## config.mk

```make
export PLATFORM = sky130hd
export DESIGN_NAME = post_spike_aer_encoder
export DESIGN_NICKNAME = d
export VERILOG_FILES = /design/src/rtl/post_spike_aer_encoder.sv
export SDC_FILE = /design/constraint.sdc
export NUM_CORES = 1
export LEC_CHECK = 0
export CAP_MARGIN = 5
export CORE_MARGIN = 2
export CORE_UTILIZATION = 30
export DETAILED_ROUTE_END_ITERATION = 16
export REMOVE_ABC_BUFFERS = 1
export SYNTH_ARGS = -nofsm -noshare
export SYNTH_HDL_FRONTEND = slang
export SYNTH_SLANG_ARGS = --single-unit
```

## constraint.sdc

```tcl
create_clock -name CLK -period 2.35 [get_ports CLK]
set_input_delay 0.47 -clock CLK [delete_from_list [all_inputs] [get_ports CLK]]
set_output_delay 0.47 -clock CLK [all_outputs]
set_load 0.05 [all_outputs]
```

## src/rtl/post_spike_aer_encoder.sv

```systemverilog
// Post-neuron spike vector to AER serialiser.
// A spike vector is latched into a staging register, its set lanes are
// converted one per cycle (lowest lane first) into neuron addresses, pushed
// into an address FIFO, and drained over a 4-phase REQ/ACK AER link.
module post_spike_aer_encoder #(
   parameter int POST_NEUR_PARALLEL   = 4,
   parameter int POST_NEUR_ADDR_WIDTH = 10,
   parameter int AER_WIDTH            = 12,
   parameter int AER_EVENT_TAG        = 0,
   parameter int FIFO_DEPTH           = 16
) (
   input  logic                               CLK,
   input  logic                               RST_N,
   input  logic                               SPIKE_VALID,
   input  logic [POST_NEUR_PARALLEL-1:0]      SPIKE_VEC,
   input  logic [POST_NEUR_ADDR_WIDTH-1:0]    SPIKE_BASE_ADDR,
   output logic                               SPIKE_READY,
   output logic [AER_WIDTH-1:0]               AER_OUT_ADDR,
   output logic                               AER_OUT_REQ,
   input  logic                               AER_OUT_ACK,
   output logic [$clog2(FIFO_DEPTH+1)-1:0]    FIFO_COUNT,
   output logic                               OVERFLOW,
   input  logic                               CLR_OVERFLOW
);

   localparam int LANE_W = (POST_NEUR_PARALLEL > 1) ? $clog2(POST_NEUR_PARALLEL) : 1;
   localparam int PTR_W  = $clog2(FIFO_DEPTH);
   localparam int CNT_W  = $clog2(FIFO_DEPTH + 1);

   // Tag bits sit above the neuron address; they vanish when the widths match.
   localparam logic [AER_WIDTH-1:0] TAG_WORD = AER_WIDTH'(AER_EVENT_TAG) << POST_NEUR_ADDR_WIDTH;

   typedef enum logic [1:0] {
      S_IDLE = 2'b00,
      S_REQ  = 2'b01,
      S_WAIT = 2'b10
   } aer_state_t;

   // Staging register (one vector being serialised)
   logic [POST_NEUR_PARALLEL-1:0]   stg_vec_p0;
   logic [POST_NEUR_ADDR_WIDTH-1:0] stg_base_p0;

   // Lane selection
   logic                            lane_hit;
   logic [LANE_W-1:0]               lane_idx;
   logic [POST_NEUR_PARALLEL-1:0]   lane_mask;
   logic [POST_NEUR_ADDR_WIDTH-1:0] push_addr;

   // FIFO
   logic [POST_NEUR_ADDR_WIDTH-1:0] fifo_mem [FIFO_DEPTH];
   logic [PTR_W-1:0]                wr_ptr;
   logic [PTR_W-1:0]                rd_ptr;
   logic [CNT_W-1:0]                fifo_cnt;
   logic                            fifo_empty;
   logic                            fifo_full;
   logic [POST_NEUR_ADDR_WIDTH-1:0] fifo_head;

   // Handshake control
   logic       capture;
   logic       drop;
   logic       push;
   logic       pop;
   logic       load_addr;
   logic       ack_meta_p0;
   logic       ack_s_p1;
   aer_state_t state;
   aer_state_t state_nxt;

   assign SPIKE_READY = ~|stg_vec_p0;
   assign capture     = SPIKE_VALID && SPIKE_READY && (|SPIKE_VEC);
   assign drop        = SPIKE_VALID && !SPIKE_READY && (|SPIKE_VEC);

   assign fifo_empty  = (fifo_cnt == '0);
   assign fifo_full   = (fifo_cnt == CNT_W'(FIFO_DEPTH));
   assign fifo_head   = fifo_mem[rd_ptr];
   assign FIFO_COUNT  = fifo_cnt;

   // A full FIFO still accepts a push in the cycle it is being popped.
   assign push        = lane_hit && (!fifo_full || pop);
   assign push_addr   = stg_base_p0 + POST_NEUR_ADDR_WIDTH'(lane_idx);

   // Priority encoder: lowest set staging lane and its one-hot clear mask.
   always_comb begin
      lane_hit  = 1'b0;
      lane_idx  = '0;
      lane_mask = '0;
      for (int i = POST_NEUR_PARALLEL - 1; i >= 0; i--) begin
         if (stg_vec_p0[i]) begin
            lane_hit     = 1'b1;
            lane_idx     = LANE_W'(i);
            lane_mask    = '0;
            lane_mask[i] = 1'b1;
         end
      end
   end

   // Staging register: load an accepted vector, then retire one lane per push.
   always_ff @(posedge CLK or negedge RST_N) begin
      if (!RST_N) begin
         stg_vec_p0  <= '0;
         stg_base_p0 <= '0;
      end else if (capture) begin
         stg_vec_p0  <= SPIKE_VEC;
         stg_base_p0 <= SPIKE_BASE_ADDR;
      end else if (push) begin
         stg_vec_p0  <= stg_vec_p0 & ~lane_mask;
      end
   end

   // Sticky overflow flag; a drop in the same cycle beats a clear.
   always_ff @(posedge CLK or negedge RST_N) begin
      if (!RST_N) begin
         OVERFLOW <= 1'b0;
      end else if (drop) begin
         OVERFLOW <= 1'b1;
      end else if (CLR_OVERFLOW) begin
         OVERFLOW <= 1'b0;
      end
   end

   // FIFO storage holds pure data and needs no reset.
   always_ff @(posedge CLK) begin
      if (push) begin
         fifo_mem[wr_ptr] <= push_addr;
      end
   end

   // FIFO pointers and exact occupancy; pointers wrap naturally (power-of-2 depth).
   always_ff @(posedge CLK or negedge RST_N) begin
      if (!RST_N) begin
         wr_ptr   <= '0;
         rd_ptr   <= '0;
         fifo_cnt <= '0;
      end else begin
         if (push) begin
            wr_ptr <= wr_ptr + PTR_W'(1);
         end
         if (pop) begin
            rd_ptr <= rd_ptr + PTR_W'(1);
         end
         case ({push, pop})
            2'b10:   fifo_cnt <= fifo_cnt + CNT_W'(1);
            2'b01:   fifo_cnt <= fifo_cnt - CNT_W'(1);
            default: fifo_cnt <= fifo_cnt;
         endcase
      end
   end

   // Two-flop synchroniser for the asynchronous acknowledge.
   always_ff @(posedge CLK or negedge RST_N) begin
      if (!RST_N) begin
         ack_meta_p0 <= 1'b0;
         ack_s_p1    <= 1'b0;
      end else begin
         ack_meta_p0 <= AER_OUT_ACK;
         ack_s_p1    <= ack_meta_p0;
      end
   end

   // Output FSM state register.
   always_ff @(posedge CLK or negedge RST_N) begin
      if (!RST_N) begin
         state <= S_IDLE;
      end else begin
         state <= state_nxt;
      end
   end

   // Output FSM next state: 4-phase REQ/ACK sequencing.
   always_comb begin
      state_nxt = state;
      load_addr = 1'b0;
      pop       = 1'b0;
      case (state)
         S_IDLE: begin
            if (!fifo_empty && !ack_s_p1) begin
               load_addr = 1'b1;
               state_nxt = S_REQ;
            end
         end
         S_REQ: begin
            if (ack_s_p1) begin
               pop       = 1'b1;
               state_nxt = S_WAIT;
            end
         end
         S_WAIT: begin
            if (!ack_s_p1) begin
               state_nxt = S_IDLE;
            end
         end
         default: state_nxt = S_IDLE;
      endcase
   end

   // Link outputs are dedicated flops so REQ never glitches on state decode;
   // the address is only loaded on entry to REQ and therefore stable while REQ=1.
   always_ff @(posedge CLK or negedge RST_N) begin
      if (!RST_N) begin
         AER_OUT_REQ  <= 1'b0;
         AER_OUT_ADDR <= '0;
      end else begin
         AER_OUT_REQ <= (state_nxt == S_REQ);
         if (load_addr) begin
            AER_OUT_ADDR <= TAG_WORD | AER_WIDTH'(fifo_head);
         end
      end
   end

endmodule

```

==> metrics list, run 1 <==
* First-pass GRT wire length: 26500 µm
* Dominant register cell in the synthesized netlist: sky130_fd_sc_hd__edfxtp_1
* Starting utilization of the core area: between 30% and 40%
- The clock drives between 200 and 250 sinks.
- Number of global-route vias before repair: approximately 4700
* Longest Clk Path Bufs: 3
* Transition time of the tightest slew-check pin: between 600 and 700 ps
* Deepest level of the CTS H-tree: 1
- The routed layout has between 4000 and 5000 vias.
* Hold-critical path depth: 0
- Register share of total power: 40.0%
- Share of Yosys cell area claimed by the top area cell type: 58.0%
- GR Overflow Total: 0
- Placement Rows: 60
* Violated checks: setup timing
- The final-report hold violation count is 0.
- The endpoint identified for the worst register-to-register timing path is FIFO_COUNT[4].
* Switching Fraction: 34.0%
* R2R cell count: 11
- Proportion of layout cells with a drive suffix above 1: a little under 30%
- Remaining antenna violation count after routing: 0
* PnR worst setup slack: -80.2 ps
- The worst register-to-register path has a setup slack of -80 ps.
- For this design the top-level I/O count stands at 39.
- In the final routed layout, each cell accounts on average for 18.9 µm.
- Slew margin rel.: a little over half
- Data required time at the worst endpoint: 2730 ps
- Worst Setup End Kind: register
* Wire length reported by the detailed router: roughly 17000 µm
- Total routing usage reported by global routing: 12.0%
- Setup repair after global routing missed its margin: true
- Yosys mapped the design onto between 40 and 50 distinct sky130hd cell types.
* Commonest cells in the netlist: 160 x sky130_fd_sc_hd__edfxtp_1, 43 x sky130_fd_sc_hd__dfrtp_1, 40 x sky130_fd_sc_hd__mux4_2, 21 x sky130_fd_sc_hd__o22ai_1, 16 x sky130_fd_sc_hd__nand2_1
- The HPWL after detailed placement is roughly 11000 µm.
- Leakage power: 3.60 nW
- Result of the run: finished, violations left
- The die covers just under 30000 µm².
- Destination of the worst hold path: ack_s_p1
- The total area inside the core boundary comes to around 27000 µm².
- Category of the critical setup timing path: reg2reg
* Skew-Pair Late Insertion Delay: about 500 ps
- The total count of max-transition violations in the final report is 0.
- Initial antenna violation count: 0
- In this run the critical register-to-register path is launched from stg_vec_p0[0].
* Maximum net fanout on the critical path: 5
- The first detailed-routing pass ran for 4 iterations.
- Cell internal power was estimated by the tool at a little under 10 mW.
* Master cell of the clock root buffer: sky130_fd_sc_hd__clkbuf_16
* Relative contribution of the clock network to total power: approximately a fifth
- The net count of the finished layout is around 560.
- Setup violations remaining at the end of the flow were counted as 3.
* Remaining routing DRC violations: 0
- Worst hold path startpoint: ack_meta_p0
* Area growth from synthesis to final layout: 23.8%
- CTS Buf Count: 22
* Share of flip-flops with an asynchronous set or reset after synthesis: 21.2%
* Maximum number of pins on one net before global-route repair: 35
- STA classifies the critical path startpoint as a register.
- The Yosys step of the flow raised 0 warnings.
* Synthesized cell area: about 8300 µm²
* #FFs+latches synth: roughly 200
* Routability Congestion: ~0.76
- The finished cells cover around 10000 µm².
- In the routed layout, each cell is associated on average with a via count of 4.74.
- Placed inst area: 9330 µm²
* Worst clock skew: 8.39 ps
- Max-cap violations: 0
* Worst vdd ir: around 860 µV
- The average instance in the mapped netlist occupies 18.9 µm².
- Of the available clock period, the critical path in the final layout requires 103%.
- The repair_antennas step left the layout with diodes totalling 0.
* Maximum clock rate: 411 MHz
- Tracing the worst setup path back leads to its startpoint at stg_vec_p0[0].
* Main area contributors after synthesis: sky130_fd_sc_hd__edfxtp_1 58%, sky130_fd_sc_hd__dfrtp_1 13%, sky130_fd_sc_hd__mux4_2 11%
* Count of flip-flops with a built-in enable after synthesis: between 150 and 200
- After clock tree synthesis, the clock-pin slew on the worst setup and hold paths is ~60 ps.
* Pwr dens: between 1000 and 1500 nW/µm²
- Largest area contributor in the synthesized netlist: sky130_fd_sc_hd__edfxtp_1
- Share of the yosys chip area belonging to registers: around 71%
* Die width: about 170 µm
* Critical path arrival: about 2800 ps
- Most frequently used cell type in the post-synthesis netlist: sky130_fd_sc_hd__edfxtp_1
- Minimum clock period after layout: 2430 ps
- The worst hold path belongs to the class reg2reg.
- Die height: around 170 µm
- CTS tree: done
* Synthesized instance count: roughly 440
- Worst slack at placement: -238 ps
- Combinational Power Share: 38.7%
- Iteration-0 DRC Markers: about 260
- Summed over all nets, the switching power comes to 5.13 mW.
- Setup TNS after final layout: -167 ps
- Port buffering added 36 buffers.
-- state kept, by name, indices dropped and copies added (netlist names), 2 cells and up --
register and cells:
fifo_mem 160, AER_OUT_ADDR 10, stg_base_p0 10, FIFO_COUNT 5, rd_ptr 4, stg_vec_p0 4, wr_ptr 4, state 2
-- cell usage in the layout, fill, tap and decap left out, drive strengths merged, types with 2 or more instances in the layout --
master,synthesis,final
a21o,4,4
a21oi,13,13
a22o,2,2
and2,13,13
and3,8,8
buf,16,51
clkbuf,1,26
clkdlybuf4s50,0,32
clkinv,2,13
conb,1,2
dfrtp,43,43
edfxtp,160,160
fa,2,2
ha,10,10
inv,7,8
mux2,23,23
mux2i,3,3
mux4,40,40
nand2,19,19
nand2b,2,2
nand3,3,3
nand4,3,3
nor2,8,8
nor3,3,3
o21ai,3,3
o22ai,21,21
xnor2,15,15
xor2,3,3
-- final cells by class --
cell class | count | area (µm²)
well taps | 341 | 427
clock buffers | 26 | 587
flip-flops and latches | 203 | 5880
multi-input cells | 210 | 2370
repair buffers | 86 | 838
inverters | 9 | 46.3
fillers | 2485 | 16800
clock inverters | 14 | 92.6
-- cell families (layout without fill, tap and decap cells) --
family | Yosys count | in the layout | share of synthesized area [%]
compound gates | 47 | 47 | 4.05
xor+xnor | 18 | 18 | 1.90
fa+ha+maj | 12 | 12 | 2.00
buf+inv | 26 | 135 | 1.86
flops | 203 | 203 | 71.1
mux | 66 | 66 | 14.5
other cells | 1 | 2 | 0.0453
simple gates | 65 | 65 | 4.63
-- critical path, cell delays in order (launching register included) --
cell and delay [ps]:
sky130_fd_sc_hd__dfrtp_1 390, sky130_fd_sc_hd__buf_6 120, sky130_fd_sc_hd__or4_4 550, sky130_fd_sc_hd__clkinv_4 90, sky130_fd_sc_hd__nand2_8 60, sky130_fd_sc_hd__inv_8 80
sky130_fd_sc_hd__ha_4 200, sky130_fd_sc_hd__nor2b_4 120, sky130_fd_sc_hd__o21ai_2 160, sky130_fd_sc_hd__nand2b_1 140, sky130_fd_sc_hd__mux2i_1 140, sky130_fd_sc_hd__mux2_4 270
-- metrics by stage --
stage / instances / total power [mW] / hold WS [ps] / util [%]
floorplan: 422 / 9.59 / 174 / -
global placement: 838 / 11.5 / 337 / 34.5
detailed placement: 838 / 11.7 / 339 / 34.5
CTS: 884 / 15.1 / 353 / 37.4
global route: 889 / 15.9 / 368 / 37.9
finish: 889 / 15.1 / 351 / 37.9
-- routing by layer --
layer  GRT usage, %  vias to the layer above  routed length (µm)
li1               -                     1914                   -
met1           15.9                     2175                7210
met2           20.4                       98                8290
met3           2.14                       31                 881
met4           3.16                        0                 381
met5              0                        -                   0
-- power by group through the flow --
stage / combinational [mW] / clock (mW) / sequential, mW
5_1_grt: 6.33 / 3.41 / 6.12
3_5_place_dp: 5.61 / 0 / 6.08
2_1_floorplan: 2.95 / 0 / 6.64
6_report: 5.83 / 3.21 / 6.02
3_3_place_gp: 5.48 / 0 / 6.04
4_1_cts: 5.75 / 3.29 / 6.02
-- worst max path at each step --
| stage | end | slack [ps] |
|---|---|---|
| 6_report | FIFO_COUNT[4] | -80 |
| 5_1_grt | FIFO_COUNT[4] | -160 |
| 4_1_cts | SPIKE_READY | -20 |
| 3_5_place_dp | fifo_mem[5][8] | -240 |
| 3_3_place_gp | fifo_mem[12][4] | -100 |
| 2_1_floorplan | AER_OUT_ADDR[3] | -600 |
-- what timing repair did --
item / 4_1_cts / 5_1_grt
resized for setup: 11 / 19
endpoints found under the setup margin: 82 / 62
hold buffers: 1 / 0
endpoints found under the hold margin: 39 / 0
setup buffers: 5 / 6
pin swaps: 1 / 4
(Power assumes the default switching activity.)
==> run 2: changes to the inputs <==
- CAP_MARGIN: 5 -> default
==> results of run 2 <==
No change in the layout: final DEF, timing and power equal those of run 1.
